==> config.mk <==
export PLATFORM = sky130hd
export DESIGN_NAME = usb_reg_sequencer
export DESIGN_NICKNAME = d
export VERILOG_FILES = /design/src/rtl/usb_reg_sequencer_pkg.sv /design/src/rtl/usb_bus_access.sv /design/src/rtl/usb_reg_sequencer.sv
export SDC_FILE = /design/constraint.sdc
export NUM_CORES = 1
export LEC_CHECK = 0
export BUFFER_PORTS_ARGS = -buffer_cell sky130_fd_sc_hd__buf_4
export CORE_UTILIZATION = 38
export DETAILED_ROUTE_END_ITERATION = 8
export GPL_ROUTABILITY_DRIVEN = 1
export GPL_TIMING_DRIVEN = 0
export PLACE_DENSITY_LB_ADDON = 0.3
export SLEW_MARGIN = 20
export SYNTH_ARGS = -nofsm -noshare
export SYNTH_HDL_FRONTEND = slang
export SYNTH_HIERARCHICAL = 1
export SYNTH_SLANG_ARGS = --single-unit
==> constraint.sdc <==
create_clock -name clk -period 3.4 [get_ports clk]
set_input_delay 0.34 -clock clk [delete_from_list [all_inputs] [get_ports clk]]
set_output_delay 0.34 -clock clk [all_outputs]
set_load 0.05 [all_outputs]
==> src/rtl/usb_reg_sequencer_pkg.sv <==
// Shared definitions for the SL811-style register burst sequencer.
package usb_reg_sequencer_pkg;

  localparam int unsigned USB_SEQ_MAX_LEN = 64;

  localparam logic USB_A0_ADDR = 1'b0;
  localparam logic USB_A0_DATA = 1'b1;

  typedef enum logic [3:0] {
    StIdle,
    StAddrReq,
    StAddrWaitAcc,
    StAddrWaitDone,
    StDataPrep,
    StDataReq,
    StDataWaitAcc,
    StDataWaitDone,
    StDone
  } UsbSeqState_t;

endpackage

==> src/rtl/usb_bus_access.sv <==
// Single downstream access engine: raise strobe, wait for stall high (accepted),
// then stall low (completed). Shared by the address phase and every data phase.
module usb_bus_access (
  input  logic        clk,
  input  logic        rst,
  input  logic        start,
  input  logic        abort,
  input  logic        write,
  input  logic        a0,
  input  logic [7:0]  wdata,
  input  logic        bus_stall,
  output logic        accepted,
  output logic        complete,
  output logic        bus_read,
  output logic        bus_write,
  output logic [31:0] bus_address,
  output logic [31:0] bus_data_wr
);

  typedef enum logic [1:0] {AccIdle, AccWaitAcc, AccWaitDone} acc_state_t;

  acc_state_t state;

  // A low stall before acceptance is the slave's registered lag, not completion.
  assign accepted = (state == AccWaitAcc) && bus_stall;
  assign complete = (state == AccWaitDone) && !bus_stall;

  always_ff @(posedge clk or posedge rst) begin
    if (rst) begin
      state       <= AccIdle;
      bus_read    <= 1'b0;
      bus_write   <= 1'b0;
      bus_address <= '0;
      bus_data_wr <= '0;
    end else if (abort) begin
      state     <= AccIdle;
      bus_read  <= 1'b0;
      bus_write <= 1'b0;
    end else begin
      unique case (state)
        AccIdle: begin
          if (start) begin
            bus_read    <= !write;
            bus_write   <= write;
            bus_address <= {31'b0, a0};
            bus_data_wr <= write ? {24'b0, wdata} : 32'b0;
            state       <= AccWaitAcc;
          end
        end
        AccWaitAcc: begin
          if (bus_stall) state <= AccWaitDone;
        end
        AccWaitDone: begin
          if (!bus_stall) begin
            bus_read  <= 1'b0;
            bus_write <= 1'b0;
            state     <= AccIdle;
          end
        end
        default: state <= AccIdle;
      endcase
    end
  end

endmodule

==> src/rtl/usb_reg_sequencer.sv <==
// Register burst master for an SL811-style host chip: one A0=0 address write, then
// N A0=1 data accesses. Optional per-access watchdog: define USB_SEQ_TIMEOUT_EN.
module usb_reg_sequencer
  import usb_reg_sequencer_pkg::*;
#(
  parameter int unsigned MAX_LEN = USB_SEQ_MAX_LEN,
`ifdef USB_SEQ_TIMEOUT_EN
  parameter int unsigned TIMEOUT_CYCLES = 1024,
`endif
  localparam int unsigned LEN_W = $clog2(MAX_LEN + 1)
) (
  input  logic             clk,
  input  logic             rst,
  input  logic             cmd_valid,
  output logic             cmd_ready,
  input  logic             cmd_write,
  input  logic [7:0]       cmd_reg,
  input  logic [LEN_W-1:0] cmd_len,
  input  logic             wr_valid,
  output logic             wr_ready,
  input  logic [7:0]       wr_data,
  output logic             rd_valid,
  input  logic             rd_ready,
  output logic [7:0]       rd_data,
  output logic             done,
  output logic             err,
  output logic             busy,
  output logic [31:0]      bus_address,
  output logic             bus_read,
  output logic             bus_write,
  output logic [31:0]      bus_data_wr,
  input  logic [31:0]      bus_data_rd,
  input  logic             bus_stall
);

  localparam logic [LEN_W-1:0] MaxLenV = LEN_W'(MAX_LEN);
  localparam logic [LEN_W-1:0] OneV    = LEN_W'(1);

  UsbSeqState_t     state;
  logic [7:0]       reg_q;
  logic             dir_q;
  logic [LEN_W-1:0] rem_q;
  logic [7:0]       byte_q;

  logic       acc_start, acc_write, acc_a0, accepted, complete, timeout;
  logic [7:0] acc_wdata;
  logic       unused_rd_hi;

  assign unused_rd_hi = ^bus_data_rd[31:8];

  assign cmd_ready = (state == StIdle);
  assign busy      = !cmd_ready;
  assign wr_ready  = (state == StDataPrep) && dir_q;

  assign acc_start = (state == StAddrReq) || (state == StDataReq);
  assign acc_write = (state == StAddrReq) ? 1'b1 : dir_q;
  assign acc_a0    = (state == StAddrReq) ? USB_A0_ADDR : USB_A0_DATA;
  assign acc_wdata = (state == StAddrReq) ? reg_q : byte_q;

`ifdef USB_SEQ_TIMEOUT_EN
  localparam int unsigned TO_W = $clog2(TIMEOUT_CYCLES + 1);
  localparam logic [TO_W-1:0] ToLast = TO_W'(TIMEOUT_CYCLES - 1);

  logic [TO_W-1:0] to_cnt;
  logic            waiting;

  assign waiting = (state == StAddrWaitAcc) || (state == StAddrWaitDone) ||
                   (state == StDataWaitAcc) || (state == StDataWaitDone);
  assign timeout = waiting && (to_cnt == ToLast);

  always_ff @(posedge clk or posedge rst) begin
    if (rst) begin
      to_cnt <= '0;
    end else if (acc_start) begin
      to_cnt <= '0;
    end else if (waiting) begin
      to_cnt <= to_cnt + 1'b1;
    end
  end
`else
  assign timeout = 1'b0;
`endif

  usb_bus_access u_access (
    .clk         (clk),
    .rst         (rst),
    .start       (acc_start),
    .abort       (timeout),
    .write       (acc_write),
    .a0          (acc_a0),
    .wdata       (acc_wdata),
    .bus_stall   (bus_stall),
    .accepted    (accepted),
    .complete    (complete),
    .bus_read    (bus_read),
    .bus_write   (bus_write),
    .bus_address (bus_address),
    .bus_data_wr (bus_data_wr)
  );

  always_ff @(posedge clk or posedge rst) begin
    if (rst) begin
      state    <= StIdle;
      reg_q    <= '0;
      dir_q    <= 1'b0;
      rem_q    <= '0;
      byte_q   <= '0;
      rd_valid <= 1'b0;
      rd_data  <= '0;
      done     <= 1'b0;
      err      <= 1'b0;
    end else begin
      done <= 1'b0;
      err  <= 1'b0;
      if (rd_valid && rd_ready) rd_valid <= 1'b0;
      if (timeout) begin
        state    <= StIdle;
        done     <= 1'b1;
        err      <= 1'b1;
        rd_valid <= 1'b0;
        rd_data  <= '0;
      end else begin
        unique case (state)
          StIdle: begin
            if (cmd_valid) begin
              reg_q <= cmd_reg;
              dir_q <= cmd_write;
              rem_q <= cmd_len;
              if (cmd_len == '0 || cmd_len > MaxLenV) begin
                done <= 1'b1;
                err  <= 1'b1;
              end else begin
                state <= StAddrReq;
              end
            end
          end
          StAddrReq:      state <= StAddrWaitAcc;
          StAddrWaitAcc:  if (accepted) state <= StAddrWaitDone;
          StAddrWaitDone: if (complete) state <= StDataPrep;
          StDataPrep: begin
            if (dir_q) begin
              if (wr_valid) begin
                byte_q <= wr_data;
                state  <= StDataReq;
              end
            end else if (!rd_valid || rd_ready) begin
              // The single output slot must be free before the next read is issued.
              state <= StDataReq;
            end
          end
          StDataReq:     state <= StDataWaitAcc;
          StDataWaitAcc: if (accepted) state <= StDataWaitDone;
          StDataWaitDone: begin
            if (complete) begin
              rem_q <= rem_q - OneV;
              if (!dir_q) begin
                rd_valid <= 1'b1;
                rd_data  <= bus_data_rd[7:0];
              end
              if (rem_q == OneV) begin
                state <= StDone;
                done  <= 1'b1;
              end else begin
                state <= StDataPrep;
              end
            end
          end
          StDone:  state <= StIdle;
          default: state <= StIdle;
        endcase
      end
    end
  end

endmodule

# After elaboration in Yosys (flattened, before gate mapping)
# Index checks and enable logic that the tools add are counted.
# Widths: inputs -> output; s select.
# classes
n_mux	37
add_sub_neg	1
eq_ne	21
order_cmp	1
reduce_logical	24
n_bitwise	1
# ops
op	n
$mux 4	10
$pmux 4 s8	1
$ne 2x2->1 const B	9
$eq 4x3->1 const B	4
$mux 8	2
$reduce_and 3->1	5
$mux 1	14
$mux 7	2
$pmux 7 s2	1
$eq 4x2->1 const B	2
$reduce_and 8->1	1
$eq 7x1->1 const B	1
$gt 7x7->1 const B	1
$logic_not 7->1	1
$sub 7x1->7 const B	1
$mux 2	3
$pmux 1 s2	3
$pmux 2 s3	1
$eq 4x1->1 const B	1
$logic_and 1x1->1	4
$logic_not 1->1	4
$logic_not 4->1	1
$reduce_and 2->1	2
$reduce_bool 2->1	2
7 further kinds	9
# word_totals
register_bits	76
output_inout_bits	80
wordCells	99

# Depth between registers and ports, before layout
# depth
ltp_word	5
ltp_mapped	8
depth_no_buf	6

# Cells and area by module
# The synthesis kept the hierarchy.
# by_module_without_submodules
module	cells_each	area_per_inst_um2	n_inst
usb_reg_sequencer	167	2035.7	1
usb_bus_access	117	1021.0	1

# Worst setup path after synthesis
# No wires, ideal clock.
# synth_timing
kind	reg2reg
startpoint	register u_access.state[1]
endpoint	register rd_data[1]
period_less_slack_ns	1.966
t_required_ns	3.275
setup_ns	0.125
stages_incl_launch_ff	6
arrival_time_ns	1.841
slack_ns	1.434
path_cell_list	dfrtp_1 -> clkbuf_1 -> nor3b_1 -> nand2_4 -> nor2_8 -> mux2_2
# synth_between
elab_chain_len	3
# synth_rtl
item	line	source
from (decl)	usb_bus_access.sv:22	acc_state_t state;
from (signal assigned)	usb_bus_access.sv:30	state <= AccIdle;
from (signal assigned)	usb_bus_access.sv:36	state <= AccIdle;
from (signal assigned)	usb_bus_access.sv:47	state <= AccWaitAcc;
$eq 2x2->1	usb_bus_access.sv:26	assign complete = (state == AccWaitDone) && !bus_stall;
$logic_and 1x1->1	usb_bus_access.sv:26	
named net complete	usb_reg_sequencer.sv:45	logic acc_start, acc_write, acc_a0, accepted, complete, timeout;
$reduce_and 3->1 (no source line)	--	
to (signal assigned)	usb_reg_sequencer.sv:158	rd_data <= bus_data_rd[7:0];
to (decl)	usb_reg_sequencer.sv:24	output logic [7:0] rd_data,
# The timed path passes the listed nets, and every way through them passes these cells.
# A chain may end at the register's enable or synchronous reset.

# Worst setup path in the final report
# layout_timing
startpoint	register u_access.state[1]
endpoint	register rd_data[5]
# Same word-level chain as after synthesis.

==> results.md <==
- Worst Path Max Fanout: 9
- CP arrival: about 2.5 ns
- Slew HR: 0.3598
- Die H: a little over 90 microns
- Peak VDD IR: approximately 260 uV
- Number of flops mapped to enable cells by yosys: 0
- DP Cell Count: just over 500
- Most frequent cells in the layout: buf_4 (117), conb_1 (60), dfrtp_1 (52)
- CP Class: register to register
- Clk_skew: around 0.016 ns
- Post-synthesis sequential area ratio: 0.4257
- Vias: approximately 2200
- Gpl congestion: 0.7732
- Initial antenna violation count: 0
- Period utilization: 0.6680
- # Post-CTS Setup Buffers: 0
- Mean Syn Cell Area: roughly 11 sq um
- Die ar.: between 8000 and 9000 sq um
- Total CTS buffers: 5
- Syn Inst Count: 284
- GRT Overall Usage: 0.1497
- Drt wl/cell: 11.48 microns
- CTS root buffer: clkbuf_8
- CTS Sinks: 52
- Gate power share: 0.417
- Vias in the first global route: about 2100
- Startpoint types: register
- Core area: 7767 sq um
- Hold Path Class: primary input to register
- Post-layout min period: ~2.3 ns
- # DRC: 0
- Status: complete, no violations
- Clk Latency, worst-skew pair: approximately 0.32 ns
- Starting Density: 0.3935
- Worst hold slack: between 0.2 and 0.25 ns
- Post_cts resized: 0
- Flop-to-flop setup slack: 1.13 ns
- Final hold viol count: 0
- Max cap viols: 0
- CTS tree: done
- Initial DRC count: 94
- Commonest non-fill, non-tap cell in the layout: buf_4
- IO Count: about 140
- Synth Register Bits: between 50 and 60
- Ys Warns: 6
- P&R area growth vs syn: 31.27%
- CTS clock-pin slew for the worst setup and hold paths: 0.09 ns
- Die W: 91.69 microns
- Async set or reset register ratio after synthesis: 1.000
- Post-synth top flop: dfrtp_1
- Share of post-route cells with drive strength above 1: 0.4517
- Synth Cell Area: 3057 sq um
- Final setup viols: 0
- Net Sw Power: around 0.00087 W
- DRT Pass-1 Iters: 4
- Final wirelength: between 5000 and 6000 microns
- Htree depth: 2
- CTS Hold Bufs: 1
- Clock power share: 0.191
- CP Data Required Time: around 3.6 ns
- Fmax: approximately 0.44 GHz
- Largest net degree at the start of global routing: 28
- Diodes inserted: 0
- Worst-Margin Slew: about 0.96 ns
- Routed Antenna Nets: 0
- Slew Viols, Final: 0
- Switching part of the total: 0.3799
- Sequential Power Share: 0.392
- Endpoint type of the worst setup path: register
- Int Pwr: 0.001419 W
- Clock Tree Buf Depth: 2
- Overflow after GRT: 0
- Yosys cell types: between 50 and 60
- Vias per inst: 4.312
- Power per cell area: 570.1 nW/um^2
- Hpwl dp: 4610 microns
- Layout Nets: about 480
- P_leak: 2.147 nW
- Fin cells: around 520
- Number of port buffers: slightly above 60
- Setup_tns: 0 ns
- Site row count: 32
- RSZ-0062 raised after global routing: false
- First-pass GRT wire length: around 10000 microns
## routing by layer
layer / wire, microns / track usage / vias to the layer above
met4: 109 / 0.06085 / 0
met2: 3101 / 0.2719 / 73
met5: 0 / 0 / -
met1: 2446 / 0.1746 / 1030
met3: 267 / 0.02405 / 10
li1: - / - / 1112
## critical path, stage by stage (launching register included)
cell and delay (ns):
dfrtp_1 0.33, clkbuf_1 0.29, nor3b_1 0.83, nand2_4 0.15, nor2_8 0.21, mux2_2 0.35
## synthesized netlist by cell type (all sizes together), types with 3 or more instances
| cell | n | area share |
|---|---|---|
| a21oi | 9 | 0.015 |
| a22oi | 4 | 0.014 |
| buf | 64 | 0.16 |
| clkbuf | 4 | 0.0082 |
| dfrtp | 52 | 0.43 |
| inv | 7 | 0.0086 |
| mux2 | 34 | 0.14 |
| nand2 | 24 | 0.034 |
| nand2b | 5 | 0.011 |
| nand3 | 3 | 0.0049 |
| nor2 | 15 | 0.024 |
| nor2b | 3 | 0.0061 |
| nor3 | 8 | 0.022 |
| o21ai | 17 | 0.032 |
| o22a | 3 | 0.0086 |
## stage by stage
stage	utilization	total power, W	setup slack, ns	instance area (sq um)
3_3_place_gp	0.4979	0.001834	1.170	3867
4_1_cts	0.5166	0.002307	1.119	4013
2_1_floorplan	-	0.001657	1.434	3274
6_report	0.5166	0.002288	1.129	4013
3_5_place_dp	0.5005	0.001863	1.117	3887
5_1_grt	0.5166	0.002427	0.9514	4013
## sequential cells by signal (all words and copies together), names as in the netlist
signal and count:
rem_q 7, reg_q 8, rd_data 8, state 4, u_access/state 2, done 1, dir_q 1, byte_q 8
u_access/bus_data_wr 8, rd_valid 1, u_access/bus_write 1, err 1, u_access/bus_address 1, u_access/bus_read 1
## logic make-up (layout without fill, tap and decap cells)
| family | after synthesis | after routing | share of synthesized area |
|---|---|---|---|
| compound gates | 46 | 46 | 0.1032 |
| mux | 34 | 34 | 0.1363 |
| buf+inv | 75 | 147 | 0.1809 |
| xor+xnor | 2 | 2 | 0.005732 |
| simple gates | 71 | 71 | 0.1375 |
| fa+ha+maj | 2 | 2 | 0.008185 |
| flops | 52 | 52 | 0.4257 |
| other cells | 2 | 60 | 0.002457 |
## final timing paths
path / start / cells after the start / to
min in group asynchronous: rst / 3 / byte_q[5]$_DFFE_PP0P_
max in group asynchronous: rst / 4 / rd_valid$_DFF_PP0_
hold reg to reg: rd_data[0]$_DFFE_PP0P_ / 1 / rd_data[0]$_DFFE_PP0P_
setup / recovery: u_access/state[1]$_DFFE_PP0P_ / 5 / rd_data[5]$_DFFE_PP0P_
hold / removal: rd_ready / 2 / rd_valid$_DFF_PP0_
setup reg to reg: u_access/state[1]$_DFFE_PP0P_ / 5 / rd_data[5]$_DFFE_PP0P_
## layout make-up
| cell class | count | area (sq um) |
|---|---|---|
| clock inverter | 3 | 46.29 |
| clock buffer | 5 | 68.82 |
| buffer | 68 | 526.8 |
| timing repair buffer | 64 | 495.5 |
| fill | 718 | 3755 |
| multi-input combinational | 215 | 1420 |
| tap | 102 | 127.6 |
| inverter | 7 | 26.28 |
| sequential | 52 | 1301 |
## power by group through the flow
stage               Sequential, W  Combinational, W  Clock, W
global route             0.000917           0.00103  0.000476
CTS                      0.000897          0.000958  0.000452
floorplan                0.000948          0.000709         0
detailed placement       0.000908          0.000955         0
global placement         0.000899          0.000935         0
finish                   0.000897          0.000954  0.000437
No activity file was read; power rests on OpenSTA's default activity.
